File: config.mk
export PLATFORM = sky130hd
export DESIGN_NAME = alu_seq
export DESIGN_NICKNAME = d
export VERILOG_FILES = /design/src/rtl/alu_seq.sv
export SDC_FILE = /design/constraint.sdc
export NUM_CORES = 1
export LEC_CHECK = 0
export CORE_MARGIN = 8
export CORE_UTILIZATION = 50
export CTS_CLUSTER_SIZE = 24
export DETAILED_ROUTE_END_ITERATION = 8
export PLACE_DENSITY = 0.78
export RECOVER_POWER = 25
export SYNTH_ARGS = -nofsm -noshare
export SYNTH_HDL_FRONTEND = slang
export SYNTH_SLANG_ARGS = --single-unit
File: constraint.sdc
create_clock -name clk -period 2.2 [get_ports clk]
set_input_delay 0.44 -clock clk [delete_from_list [all_inputs] [get_ports clk]]
set_output_delay 0.44 -clock clk [all_outputs]
set_load 0.03 [all_outputs]
File: src/rtl/alu_seq.sv
// alu_seq: registered ALU with valid/ready handshakes, status flags and a one-bit-per-cycle shifter; ALU_SAT_EN enables signed saturation on ADD/SUBST
module alu_seq #(
  parameter int WIDTH = 16,
  parameter int SHW   = $clog2(WIDTH)
) (
  input  logic             clk,
  input  logic             rst_n,
  input  logic             in_valid,
  output logic             in_ready,
  input  logic [2:0]       mode,
  input  logic [WIDTH-1:0] in1,
  input  logic [WIDTH-1:0] in2,
  output logic             out_valid,
  input  logic             out_ready,
  output logic [WIDTH-1:0] result,
  output logic             flag_z,
  output logic             flag_n,
  output logic             flag_c,
  output logic             flag_v,
  output logic             busy
);
  localparam int M = WIDTH - 1;

  typedef enum logic [1:0] {IDLE, SHIFT, HOLD} state_t;

  state_t           state_q, state_d;
  logic [WIDTH-1:0] res_q, res_d;
  logic             z_q, z_d, n_q, n_d, c_q, c_d, v_q, v_d;
  logic [SHW-1:0]   cnt_q, cnt_d;
  logic             left_q, left_d;

  logic [WIDTH:0]   sum, dif;
  logic [WIDTH-1:0] alu_r, sat_r, sh_w;
  logic             alu_c, alu_v, ovf_add, ovf_sub, sh_c, shift_op;
  logic [SHW-1:0]   amt;

  // Single-cycle datapath: arithmetic, logic, and the zero-amount shift case
  always_comb begin
    sum      = {1'b0, in1} + {1'b0, in2};
    dif      = {1'b0, in1} - {1'b0, in2};
    ovf_add  = (in1[M] == in2[M]) && (sum[M] != in1[M]);
    ovf_sub  = (in1[M] != in2[M]) && (dif[M] != in1[M]);
    sat_r    = {in1[M], {(WIDTH-1){~in1[M]}}};
    amt      = in2[SHW-1:0];
    shift_op = mode[2:1] == 2'b01;
    alu_r    = '0;
    alu_c    = 1'b0;
    alu_v    = 1'b0;
    case (mode)
      3'd0: begin
        alu_r = sum[M:0];
        alu_c = sum[WIDTH];
        alu_v = ovf_add;
      end
      3'd1: begin
        alu_r = dif[M:0];
        alu_c = dif[WIDTH];
        alu_v = ovf_sub;
      end
      3'd2,
      3'd3: alu_r = in1;
      3'd4: alu_r = in1 & in2;
      3'd5: alu_r = in1 | in2;
      3'd6: alu_r = ~in1;
      default: alu_r = in1 ^ in2;
    endcase
`ifdef ALU_SAT_EN
    if (alu_v) alu_r = sat_r;
`endif
  end

  // One iterative shift step on the working value held in the result register
  always_comb begin
    sh_w = left_q ? {res_q[M-1:0], 1'b0} : {1'b0, res_q[M:1]};
    sh_c = left_q ? res_q[M] : res_q[0];
  end

  // Next-state and datapath register updates for IDLE / SHIFT / HOLD
  always_comb begin
    state_d = state_q;
    res_d   = res_q;
    z_d     = z_q;
    n_d     = n_q;
    c_d     = c_q;
    v_d     = v_q;
    cnt_d   = cnt_q;
    left_d  = left_q;
    case (state_q)
      IDLE: begin
        if (in_valid) begin
          if (shift_op && amt != '0) begin
            res_d   = in1;
            cnt_d   = amt;
            left_d  = mode[0];
            c_d     = 1'b0;
            v_d     = 1'b0;
            state_d = SHIFT;
          end else begin
            res_d   = alu_r;
            z_d     = alu_r == '0;
            n_d     = alu_r[M];
            c_d     = alu_c;
            v_d     = alu_v;
            state_d = HOLD;
          end
        end
      end
      SHIFT: begin
        res_d = sh_w;
        c_d   = sh_c;
        cnt_d = cnt_q - 1'b1;
        if (cnt_q == SHW'(1)) begin
          z_d     = sh_w == '0;
          n_d     = sh_w[M];
          state_d = HOLD;
        end
      end
      HOLD: state_d = out_ready ? IDLE : HOLD;
      default: state_d = IDLE;
    endcase
  end

  // State and datapath registers; reset aborts any operation in flight
  always_ff @(posedge clk or negedge rst_n) begin
    if (!rst_n) begin
      state_q <= IDLE;
      res_q   <= '0;
      z_q     <= 1'b0;
      n_q     <= 1'b0;
      c_q     <= 1'b0;
      v_q     <= 1'b0;
      cnt_q   <= '0;
      left_q  <= 1'b0;
    end else begin
      state_q <= state_d;
      res_q   <= res_d;
      z_q     <= z_d;
      n_q     <= n_d;
      c_q     <= c_d;
      v_q     <= v_d;
      cnt_q   <= cnt_d;
      left_q  <= left_d;
    end
  end

  assign in_ready  = state_q == IDLE;
  assign busy      = state_q != IDLE;
  assign out_valid = state_q == HOLD;
  assign result    = res_q;
  assign flag_z    = z_q;
  assign flag_n    = n_q;
  assign flag_c    = c_q;
  assign flag_v    = v_q;
endmodule

# Word level (Yosys, flattened, before mapping)
# Cells that the tools add are included.
# totals
register_bits	27
input_bits	39
output_inout_bits	23
wordCells	78
# op_classes
addsub	3
n_eq_ne	18
n_mux	28
bitwise_logic	4
n_reduce_logical	17
# op_table
operator	count
$pmux W16 S6	1
$mux W16	3
$logic_not A16 Y1	2
$pmux W16 S2	1
$add A16 B16 Y17	1
$sub A16 B16 Y17	1
$and A16 B16 Y16	1
$not A16 Y16	1
$or A16 B16 Y16	1
$xor A16 B16 Y16	1
$mux W1	10
$pmux W1 S2	5
$eq A3 B3 Y1 const B	3
$mux W2	4
$mux W4	2
$pmux W4 S2	1
$eq A3 B2 Y1 const B	2
$ne A2 B2 Y1 const B	3
$pmux W2 S3	1
$reduce_and A2 Y1	3
$reduce_and A3 Y1	2
$eq A2 B1 Y1 const B	2
$eq A4 B1 Y1 const B	1
$reduce_and A4 Y1	1
other kinds (12)	17

# Longest topological paths before layout
# Gate-level depths: netlist of the first run.
# depth
depth_word	7
depth_mapped	13
ltp_nobuf	13

# Worst setup path after synthesis of the first run
# No wires, ideal clock.
# synth_timing
kind	input to register
startpoint	in in1[0]
endpoint	reg z_q, in the netlist flag_z
setup_time_ps	77
t_arrival_ps	2813
required_ps	2123
path_slack_ps	-690
stages	13
n_path_buf	0
path_cell_list	inv_1 -> ha_1 -> inv_1 -> fa_1 -> nor2b_1 -> o311ai_1 -> a21o_1 -> o221ai_1 -> a222oi_1 -> nand4_1 -> a2111oi_0 -> nand4_1 -> o21ai_1
# synth_between
elab_chain_cells	6
word_cells_on_any_way	11
classes_between	2 x add/sub; 4 x mux; 4 x bitwise; 1 x reduce/logical
# synth_rtl
item	line	source
start: declaration	11	input logic [WIDTH-1:0] in1,
$sub A16 B16 Y17 (tied with other cells)	40	dif = {1'b0, in1} - {1'b0, in2};
$pmux W16 S6 (*)	49	case (mode)
$logic_not A16 Y1 (*)	100	z_d = alu_r == '0;
$mux W1 (*)	91	if (shift_op && amt != '0) begin
$mux W1 (*)	90	if (in_valid) begin
$pmux W1 S2 (*)	88	case (state_q)
end signal: assignment	137	z_q <= z_d;
end: declaration	28	logic z_q, z_d, n_q, n_d, c_q, c_d, v_q, v_d;
# Mark *: on every way between the ends. The rest lies on a longest branch, timed or not. The select of a mux whose other input is x is not followed.
# A chain may end at the register's enable or synchronous reset.

# Worst setup path in the final report of the first run
# Ends and elaborated chain as after synthesis.

==> flow_summary.json, run 1 <==
{
  "cts_buffers": 3,
  "ys_seq_elements": 27,
  "path_max_fanout": 3,
  "violations": "negative setup slack",
  "finalHoldViolCount": 0,
  "critPathKind": "in2reg",
  "critPathLaunchType": "input pin",
  "synth_edf_count": 0,
  "synth_xor_area_share_pct": 1.01,
  "synth.distinct_cells": 69,
  "yosys.area_share.simple_pct": 19.3,
  "synth_ff_type": "dfrtp_1",
  "areaGrowthSynthToFinish_pct": 72.6,
  "async_reset_ff_share_pct": 100,
  "final_common_cell": "buf_4",
  "clk_latency_ns": 0.28,
  "start_util_pct": 50.8,
  "cts_tree": "yes",
  "clkSinkCount": 27,
  "track_usage_pct": 30.6,
  "path_clk_slew_ns": 0.09,
  "rows": 34,
  "cts_buffer_depth": 2,
  "dieArea_sq_um": 11900,
  "overflow": 0,
  "htree_levels": 1,
  "clock_skew_ns": 0.00334,
  "power_density_nw_per_um2": 701,
  "num-nets-final": 930,
  "fmax_mhz": 320,
  "core-area_sq_um": 8550,
  "mappedNetlistNets": 684,
  "crit_path_end_kind": "flip-flop",
  "ant_nets": 0,
  "fillers": 441,
  "period_minus_slack_ns": 3.12,
  "crit_arrival_ns": 3.34,
  "ys_warn_count": 0,
  "leakagePower_uw": 0.00340,
  "routed_wl_microns": 19800,
  "final-setup-viol-count": 17,
  "die_h_microns": 109,
  "synth.avg_cell_area_sq_um": 7.36,
  "place_inst": 897,
  "synth_compound_area_share_pct": 33.4,
  "multi_input_area_sq_um": 4070,
  "layout_common_cells": "buf_4, nor2_1, nand2_1",
  "die_x_microns": 109,
  "drive_gt1_share_pct": 46.0,
  "maxSlewViolCount": 0,
  "synth_adder_area_share_pct": 16.2,
  "ys_seq_area_share_pct": 15.6,
  "timing.hold.ws_ns": 0.511,
  "drc": 0,
  "wl_per_cell_microns": 21.0,
  "antenna_cells": 0,
  "fin_tns_setup_ns": -7.98,
  "pin_count": 62,
  "viasPerCell": 6.37,
  "syn_area_sq_um": 4340,
  "status": "complete, but fails checks",
  "muxShareOfSynthArea_pct": 6.02,
  "sequential_cell_area_sq_um": 676,
  "cap_viol_max_count": 0,
  "synth_top_family_by_area": "compound AO/OA/AOI/OAI gates",
  "grt_max_degree": 28,
  "grt_antenna_before_repair": 0,
  "ir_drop_uv": 582,
  "fin_crit_sh_pct": 142,
  "finalNonFillerCells": 943,
  "tightestPinTransition_ns": 1.40,
  "max-slew-margin-rel_pct": 6.34,
  "hpwl_microns": 13500,
  "cts-root-buf": "clkbuf_8",
  "setup_slack_ns": -0.924,
  "hp-class": "reg2reg",
  "dr.pass1.iters": 7,
  "synthCells": 590,
  "io_buffers": 61,
  "cp_data_required_time_ns": 2.41,
  "grt_first_pass_wirelength_microns": 29400,
  "grt_pass1_vias": 5900,
  "drtIter0Drc": 514,
  "rsz0062_at_grt": "yes",
  "vias": 6003,
  "gp_congestion": 0.951
}
-- through the flow --
stage | setup slack (ns) | power [uW] | utilization, % | area [sq um]
after floorplan | -0.466 | 3000 | - | 4660
after global placement | -1.31 | 4290 | 76.8 | 6570
after detailed placement | -1.47 | 4420 | 76.8 | 6570
after CTS | -0.825 | 4940 | 84.0 | 7180
after global routing | -1.06 | 5500 | 87.6 | 7490
final | -0.924 | 5250 | 87.6 | 7490
-- worst paths after layout --
kind	from	to	slack, ns	cells after the start
worst max-delay path	in1[0]	flag_z	-0.92	16
worst min-delay path	flag_v	flag_v	0.51	2
worst max register to register	left_q	flag_z	0.24	6
worst min register to register	flag_v	flag_v	0.51	2
max in group asynchronous	rst_n	cnt_q[3]	0.37	2
min in group asynchronous	rst_n	flag_v	1.00	2
-- final cells by class --
type | instances | area share (%)
Sequential cell | 27 | 9.02
Clock inverter | 1 | 0.100
Clock buffer | 3 | 0.551
Timing Repair Buffer | 276 | 31.0
Inverter | 55 | 3.21
Tap cell | 108 | 1.80
Multi-Input combinational cell | 473 | 54.3
-- flip-flops by register name, indices dropped and copies added, names as in the netlist --
name	flops
result	16
cnt_q	4
state_q	2
flag_c	1
flag_n	1
flag_v	1
flag_z	1
left_q	1
-- repair_timing --
item                       4_1_cts  5_1_grt
gates resized for setup        150       73
pin swaps                       60       52
hold buffers                     0        0
setup endpoints to repair       27       27
buffers inserted                36       15
-- metal layers --
metal	global-route usage (%)	wire, microns	vias up
met2	53.4	9380	418
li1	-	-	2657
met5	0	0	-
met4	14.9	1310	0
met1	36.5	7240	2786
met3	3.78	1880	142
-- cell usage after synthesis (3+ instances only) --
library cell	instances	share of area [%]
mux2_2	7	1.8
a211oi_1	14	2.4
nor2_1	57	4.9
a21boi_0	4	0.69
clkbuf_1	21	1.8
xnor2_1	5	1.0
ha_1	53	15
mux2i_1	16	3.7
a21o_1	12	2.1
o221ai_1	5	1.0
o21a_1	3	0.52
o21ai_1	3	0.35
o31ai_1	7	1.2
a221oi_1	6	1.2
o41ai_1	3	0.61
nand4_1	8	1.2
nand2b_1	6	0.86
or2_2	3	0.43
inv_1	54	4.7
nor3_1	9	1.0
buf_6	3	0.78
nor2b_1	12	1.7
buf_2	8	0.92
o21ai_0	39	4.5
and2_1	3	0.43
nand3_1	12	1.4
a221o_1	3	0.69
a211o_1	3	0.61
nand2_1	47	4.1
o22ai_1	9	1.3
nor3b_1	3	0.52
a31oi_1	14	2.0
a311oi_1	3	0.61
nor4_1	3	0.43
buf_1	3	0.26
a2111oi_0	3	0.61
dfrtp_1	27	16
o211ai_1	14	2.4
a21oi_1	46	5.3
-- report_power, final --
part | internal, uW | leakage [uW] | switching (uW) | total, uW
clock | 129 | 0.0000217 | 159 | 288
combinational | 1760 | 0.00305 | 2140 | 3910
sequential | 751 | 0.000320 | 304 | 1050
total | 2640 | 0.00340 | 2610 | 5250
-- critical path: stages --
cell	delay, ns
buf_12	0.09
buf_4	0.12
ha_4	0.14
inv_2	0.04
fa_2	0.41
nor2b_4	0.19
o2111ai_2	0.16
nand4b_1	0.18
buf_4	0.14
o221ai_2	0.09
a222oi_1	0.48
buf_4	0.22
nand4_1	0.14
a2111oi_4	0.24
nand4_1	0.13
o21ai_1	0.13
-- logic make-up after synthesis --
logic type,count (synthesis)
simple gates,174
fa+ha+maj,55
mux,24
compound gates,215
flops,27
xor+xnor,5
buf+inv,90
(Power assumes the default switching activity.)
==> inputs of run 2 (changes only) <==
==> constraint.sdc (replaced) <==
create_clock -name clk -period 2.2 [get_ports clk]
set_input_delay 0.22 -clock clk [delete_from_list [all_inputs] [get_ports clk]]
set_output_delay 0.22 -clock clk [all_outputs]
set_load 0.03 [all_outputs]
==> run 2 against run 1 <==
Compared with the run above: the run still ends with negative setup slack left; cell area down 1.5%; flip-flop and latch count unchanged; first-iteration DRC count up 8.9%; maximum frequency up 8.2%; clock power about the same; sequential share of layout area up 0.14 points; total power down 2.1%; largest power group unchanged.
==> flow_summary.json, run 2 (synthesis results as in run 1) <==
{
  "hpwl_microns": 12900,
  "die_x_microns": 109,
  "final_common_cell": "buf_4",
  "cp_cell_sequence": "buf_8 -> buf_6 -> inv_12 -> ha_4 -> inv_2 -> fa_2 -> nor2b_4 -> o311ai_4 -> a21o_1 -> buf_6 -> a221o_1 -> a222oi_1 -> buf_4 -> buf_4 -> buf_6 -> buf_6 -> buf_6 -> nand2_1 -> o211ai_1 -> o21ai_1",
  "cp_data_required_time_ns": 2.35,
  "core-area_sq_um": 8550,
  "finalHoldViolCount": 0,
  "dieArea_sq_um": 11900,
  "place_inst": 897,
  "max_stage_delay_ns": 0.40,
  "path_common_cell": "buf_6",
  "routed_wl_microns": 20100,
  "crit_arrival_ns": 3.04,
  "rsz0062_at_grt": "yes",
  "ant_nets": 0,
  "finalInstanceArea_sq_um": 7380,
  "io_buffers": 61,
  "path_max_fanout": 2,
  "drtIter0Drc": 560,
  "final-setup-viol-count": 17,
  "num-nets-final": 924,
  "holdBufCountCts": 0,
  "start_util_pct": 50.8,
  "cap_viol_max_count": 0,
  "grt_antenna_before_repair": 0,
  "ir_drop_uv": 469,
  "fin_crit_sh_pct": 131,
  "power_density_nw_per_um2": 696,
  "pin_count": 62,
  "fin_total_pwr_uw": 5140,
  "period_minus_slack_ns": 2.89,
  "clk_latency_ns": 0.28,
  "hp-class": "in2reg",
  "areaGrowthSynthToFinish_pct": 69.9,
  "maxSlewViolCount": 0,
  "viasPerCell": 6.57,
  "preCtsSetupSlack_ns": -1.18,
  "drc": 0,
  "gp_congestion": 0.981,
  "tightestPinTransition_ns": 1.47,
  "overflow": 0,
  "wl_per_cell_microns": 21.5,
  "multi_input_area_sq_um": 4040,
  "htree_levels": 1,
  "die_h_microns": 109,
  "crit_path_end_kind": "flip-flop",
  "placed_area_sq_um": 6470,
  "max-slew-margin-rel_pct": 2.08,
  "critPathSlowestCell": "a222oi_1",
  "grt_pass1_vias": 6001,
  "largest_reg_flops": 16,
  "rows": 34,
  "path_clk_slew_ns": 0.10,
  "violations": "negative setup slack",
  "timing.hold.ws_ns": 0.281,
  "dr.pass1.iters": 7,
  "drive_gt1_share_pct": 43.7,
  "vias": 6154,
  "fillers": 433,
  "critPathLaunchType": "input pin",
  "critPathKind": "in2reg",
  "clock_skew_ns": 0.00470,
  "sequential_cell_area_sq_um": 676,
  "grt_first_pass_wirelength_microns": 29400,
  "status": "complete, but fails checks",
  "clkSinkCount": 27,
  "leakagePower_uw": 0.00335,
  "setup_slack_ns": -0.688,
  "antenna_cells": 0,
  "cts_buffers": 3,
  "cts_tree": "yes",
  "fmax_mhz": 346,
  "cts_buffer_depth": 2,
  "grt_max_degree": 28,
  "layout_common_cells": "buf_4, nor2_1, nand2_1",
  "cts-root-buf": "clkbuf_8",
  "track_usage_pct": 30.1,
  "finalNonFillerCells": 937
}
-- run 2: repair_timing --
action / CTS / global route
gates resized for setup: 148 / 72
setup endpoints to repair: 19 / 24
buffers inserted: 27 / 11
pin swaps: 53 / 48
hold endpoints to repair: 0 / 0
-- run 2: metrics by stage --
step,setup TNS [ns],util (%)
floorplan,-0.640,-
global placement,-14.52,75.7
detailed placement,-16.71,75.7
CTS,-3.69,82.4
global route,-6.35,86.3
finish,-5.09,86.3
-- run 2: routing by layer --
layer,global-route usage [%],routed length (microns),up-vias
met3,4.55,1960,185
met2,52.0,9310,476
met1,35.1,7300,2858
met5,0,0,-
met4,15.9,1570,0
li1,-,-,2635
-- run 2: worst max-delay path: cells and delay by family --
kind / cells / cell delay [ns]
AND/OR/NAND/NOR: 2 / 0.22
adder cells (fa/ha/maj): 2 / 0.35
AO/OA/AOI/OAI: 6 / 1.31
buffers and inverters: 10 / 0.94
-- run 2: report_power, final --
group / internal, uW / switching, uW / total [uW]
Clock: 127 / 162 / 289
Combinational: 1700 / 2090 / 3790
Sequential: 750 / 307 / 1060
Total: 2580 / 2550 / 5140
-- run 2: worst paths after layout --
path                               to  slack, ns  cells past startpoint    from
max in group asynchronous  result[11]       0.54                      2   rst_n
min in group asynchronous   result[9]       0.81                      2   rst_n
min                          cnt_q[3]       0.28                      3  in2[3]
max reg2reg                    flag_z       0.24                      6  left_q
min reg2reg                    flag_v       0.49                      2  flag_v
max                         result[6]      -0.69                     20  in1[0]
-- run 2: layout make-up --
type / instances / share of cell area, %
clock buffer: 3 / 0.560
sequential: 27 / 9.16
multi-input combinational: 473 / 54.8
timing repair buffer: 270 / 30.5
clock inverter: 1 / 0.0679
tap: 108 / 1.83
inverter: 55 / 3.10
==> inputs of run 3 (changes only) <==
--- a/config.mk
+++ b/config.mk
@@ -5,11 +5,13 @@
 export SDC_FILE = /design/constraint.sdc
 export NUM_CORES = 1
 export LEC_CHECK = 0
+export CELL_PAD_IN_SITES_DETAIL_PLACEMENT = 0
+export CELL_PAD_IN_SITES_GLOBAL_PLACEMENT = 1
 export CORE_MARGIN = 8
-export CORE_UTILIZATION = 50
+export CORE_UTILIZATION = 37
 export CTS_CLUSTER_SIZE = 24
 export DETAILED_ROUTE_END_ITERATION = 8
-export PLACE_DENSITY = 0.78
+export PLACE_DENSITY = 0.77
 export RECOVER_POWER = 25
 export SYNTH_ARGS = -nofsm -noshare
 export SYNTH_HDL_FRONTEND = slang
==> constraint.sdc (replaced) <==
create_clock -name clk -period 2.4 [get_ports clk]
set_input_delay 0.24 -clock clk [delete_from_list [all_inputs] [get_ports clk]]
set_output_delay 0.24 -clock clk [all_outputs]
set_load 0.03 [all_outputs]
==> run 3 against run 2 <==
Compared with the run above: the flow still finishes with violations (negative setup slack); via count down 12%; clock power up 36%; critical path type unchanged; cell count up 4.6%; largest cell class unchanged.
==> flow_summary.json, run 3 (synthesis results as in run 1) <==
{
  "status": "complete, but fails checks",
  "violations": "negative setup slack",
  "cp_top_family": "compound AO/OA/AOI/OAI gates",
  "period_minus_slack_ns": 2.59,
  "viasPerCell": 5.53,
  "maxSlewViolCount": 0,
  "intPower_uw": 2470,
  "power_density_nw_per_um2": 629,
  "cap_viol_max_count": 0,
  "cts_buffers": 3,
  "htree_levels": 1,
  "fmax_mhz": 386,
  "dieArea_sq_um": 15500,
  "num-nets-final": 932,
  "r2r_slack_ns": 0.26,
  "reg2reg_from": "left_q",
  "holdPathEnd": "cnt_q[2]",
  "hp-class": "in2reg",
  "start_util_pct": 38.0,
  "clock_skew_ns": 0.00203,
  "final_common_cell": "buf_4",
  "fin_crit_sh_pct": 108,
  "grt_max_degree": 28,
  "wl_per_cell_microns": 17.6,
  "routed_wl_microns": 17300,
  "drtIter0Drc": 430,
  "die_h_microns": 124,
  "largest_reg_flops": 16,
  "rsz0062_at_grt": "yes",
  "drive_gt1_share_pct": 44.1,
  "holdBufCountCts": 0,
  "holdPathStages": 4,
  "comb_power_share_pct": 70.7,
  "core-area_sq_um": 11400,
  "cts_tree": "yes",
  "track_usage_pct": 21.1,
  "rr_endpoint": "flag_z",
  "tightestPinTransition_ns": 1.48,
  "cp_data_required_time_ns": 2.55,
  "crit_path_end_kind": "flip-flop",
  "grt_pass1_vias": 5609,
  "p_sw_uw": 2200,
  "antenna_cells": 0,
  "utilization_pct": 65.2,
  "hold_start": "in2[2]",
  "p_seq_share_pct": 20.8,
  "cts_buffer_depth": 2,
  "max-slew-margin-rel_pct": 1.33,
  "pin_count": 62,
  "io_buffers": 61,
  "drc": 0,
  "cp.depth": 16,
  "critPathLaunchType": "input pin",
  "critPathSlowestCell": "fa_2",
  "leakagePower_uw": 0.00334,
  "finalHoldViolCount": 0,
  "clkSinkCount": 27,
  "p_sw_share_pct": 47.1,
  "path_common_cell": "buf_4",
  "ir_drop_uv": 1020,
  "setup_slack_ns": -0.190,
  "final-setup-viol-count": 5,
  "gp_congestion": 0.925,
  "crit_arrival_ns": 2.74,
  "areaGrowthSynthToFinish_pct": 71.4,
  "path_clk_slew_ns": 0.07,
  "layout_common_cells": "buf_4, nor2_1, nand2_1",
  "vias": 5423,
  "path_max_fanout": 3,
  "cp_cell_sequence": "buf_8 -> inv_6 -> ha_4 -> inv_2 -> fa_2 -> nor2b_4 -> o311ai_4 -> buf_4 -> a211oi_4 -> a211o_1 -> a211oi_2 -> a221oi_2 -> buf_4 -> mux2_4 -> nand2_1 -> o21ai_1",
  "timing.hold.ws_ns": 0.375,
  "hpwl_microns": 13300,
  "clock_power_share_pct": 8.4,
  "ant_nets": 0,
  "overflow": 0,
  "cts-root-buf": "clkbuf_16",
  "dr.pass1.iters": 5,
  "grt_antenna_before_repair": 0,
  "path_buf_inv": 5,
  "grt_first_pass_wirelength_microns": 28000,
  "die_x_microns": 124,
  "max_stage_delay_ns": 0.35,
  "critPathKind": "in2reg",
  "clk_latency_ns": 0.26,
  "rr_worst_depth": 6,
  "rows": 39
}
## run 3: cell types whose count changed in the layout (fill, tap and decap cells not counted), sizes merged
cell	delta
dlygate4sd2	+3
dlymetal6s2s	-5
buf	+8
clkbuf	+2
clkinv	-1
clkinvlp	+1
## run 3: routing by layer
metal	vias to the layer above	part of all wire, %	GRT usage, %	wire [microns]
met2	171	48	35.6	8250
met1	2564	45	27.8	7840
met3	31	4.9	2.34	849
met5	-	0	0	0
met4	0	2.0	5.39	351
li1	2657	-	-	-
## run 3: through the flow
stage | setup WS, ns | area (sq um) | TNS [ns] | instances | total power, uW
CTS | -0.250 | 7150 | -0.664 | 976 | 4550
detailed placement | -1.14 | 6480 | -14.83 | 952 | 3950
global placement | -0.975 | 6480 | -13.98 | 952 | 3890
global route | -0.295 | 7440 | -1.47 | 980 | 5000
finish | -0.190 | 7440 | -0.387 | 980 | 4680
floorplan | -0.144 | 4390 | -0.387 | 590 | 2670
## run 3: power groups by stage
stage	Clock (uW)	Combinational, uW	Sequential [uW]
after CTS	394	3190	961
after detailed placement	0	2980	971
final	394	3310	975
after floorplan	0	1470	1200
after global placement	0	2940	958
after global routing	413	3580	1010
## run 3: worst register-to-register path: stages (launching register included)
cell,delay (ns)
dfrtp_1,0.70
buf_4,0.28
mux2i_1,0.33
nand3_1,0.15
o41ai_1,0.37
o21ai_0,0.15
o21ai_1,0.09
## run 3: area by class of cell
class	instances	area, sq um
timing repair buffer	278	2280
sequential	27	676
inverter	55	229
clock inverter	1	7.51
tap	143	179
multi-input combinational	473	3990
clock buffer	3	75.1
fill	1001	3980
## run 3: worst max path at each step
stage | end | slack (ns) | from
after floorplan | flag_z | -0.14 | in1[0]
after detailed placement | flag_z | -1.14 | in1[0]
final | result[12] | -0.19 | in1[0]
after CTS | flag_z | -0.25 | in1[0]
after global routing | flag_z | -0.29 | in1[0]
after global placement | flag_z | -0.97 | in1[0]
## run 3: repair_timing
action	4_1_cts	5_1_grt
pin swaps	51	49
resized for setup	182	69
buffers inserted	21	7
setup endpoints to repair	18	23
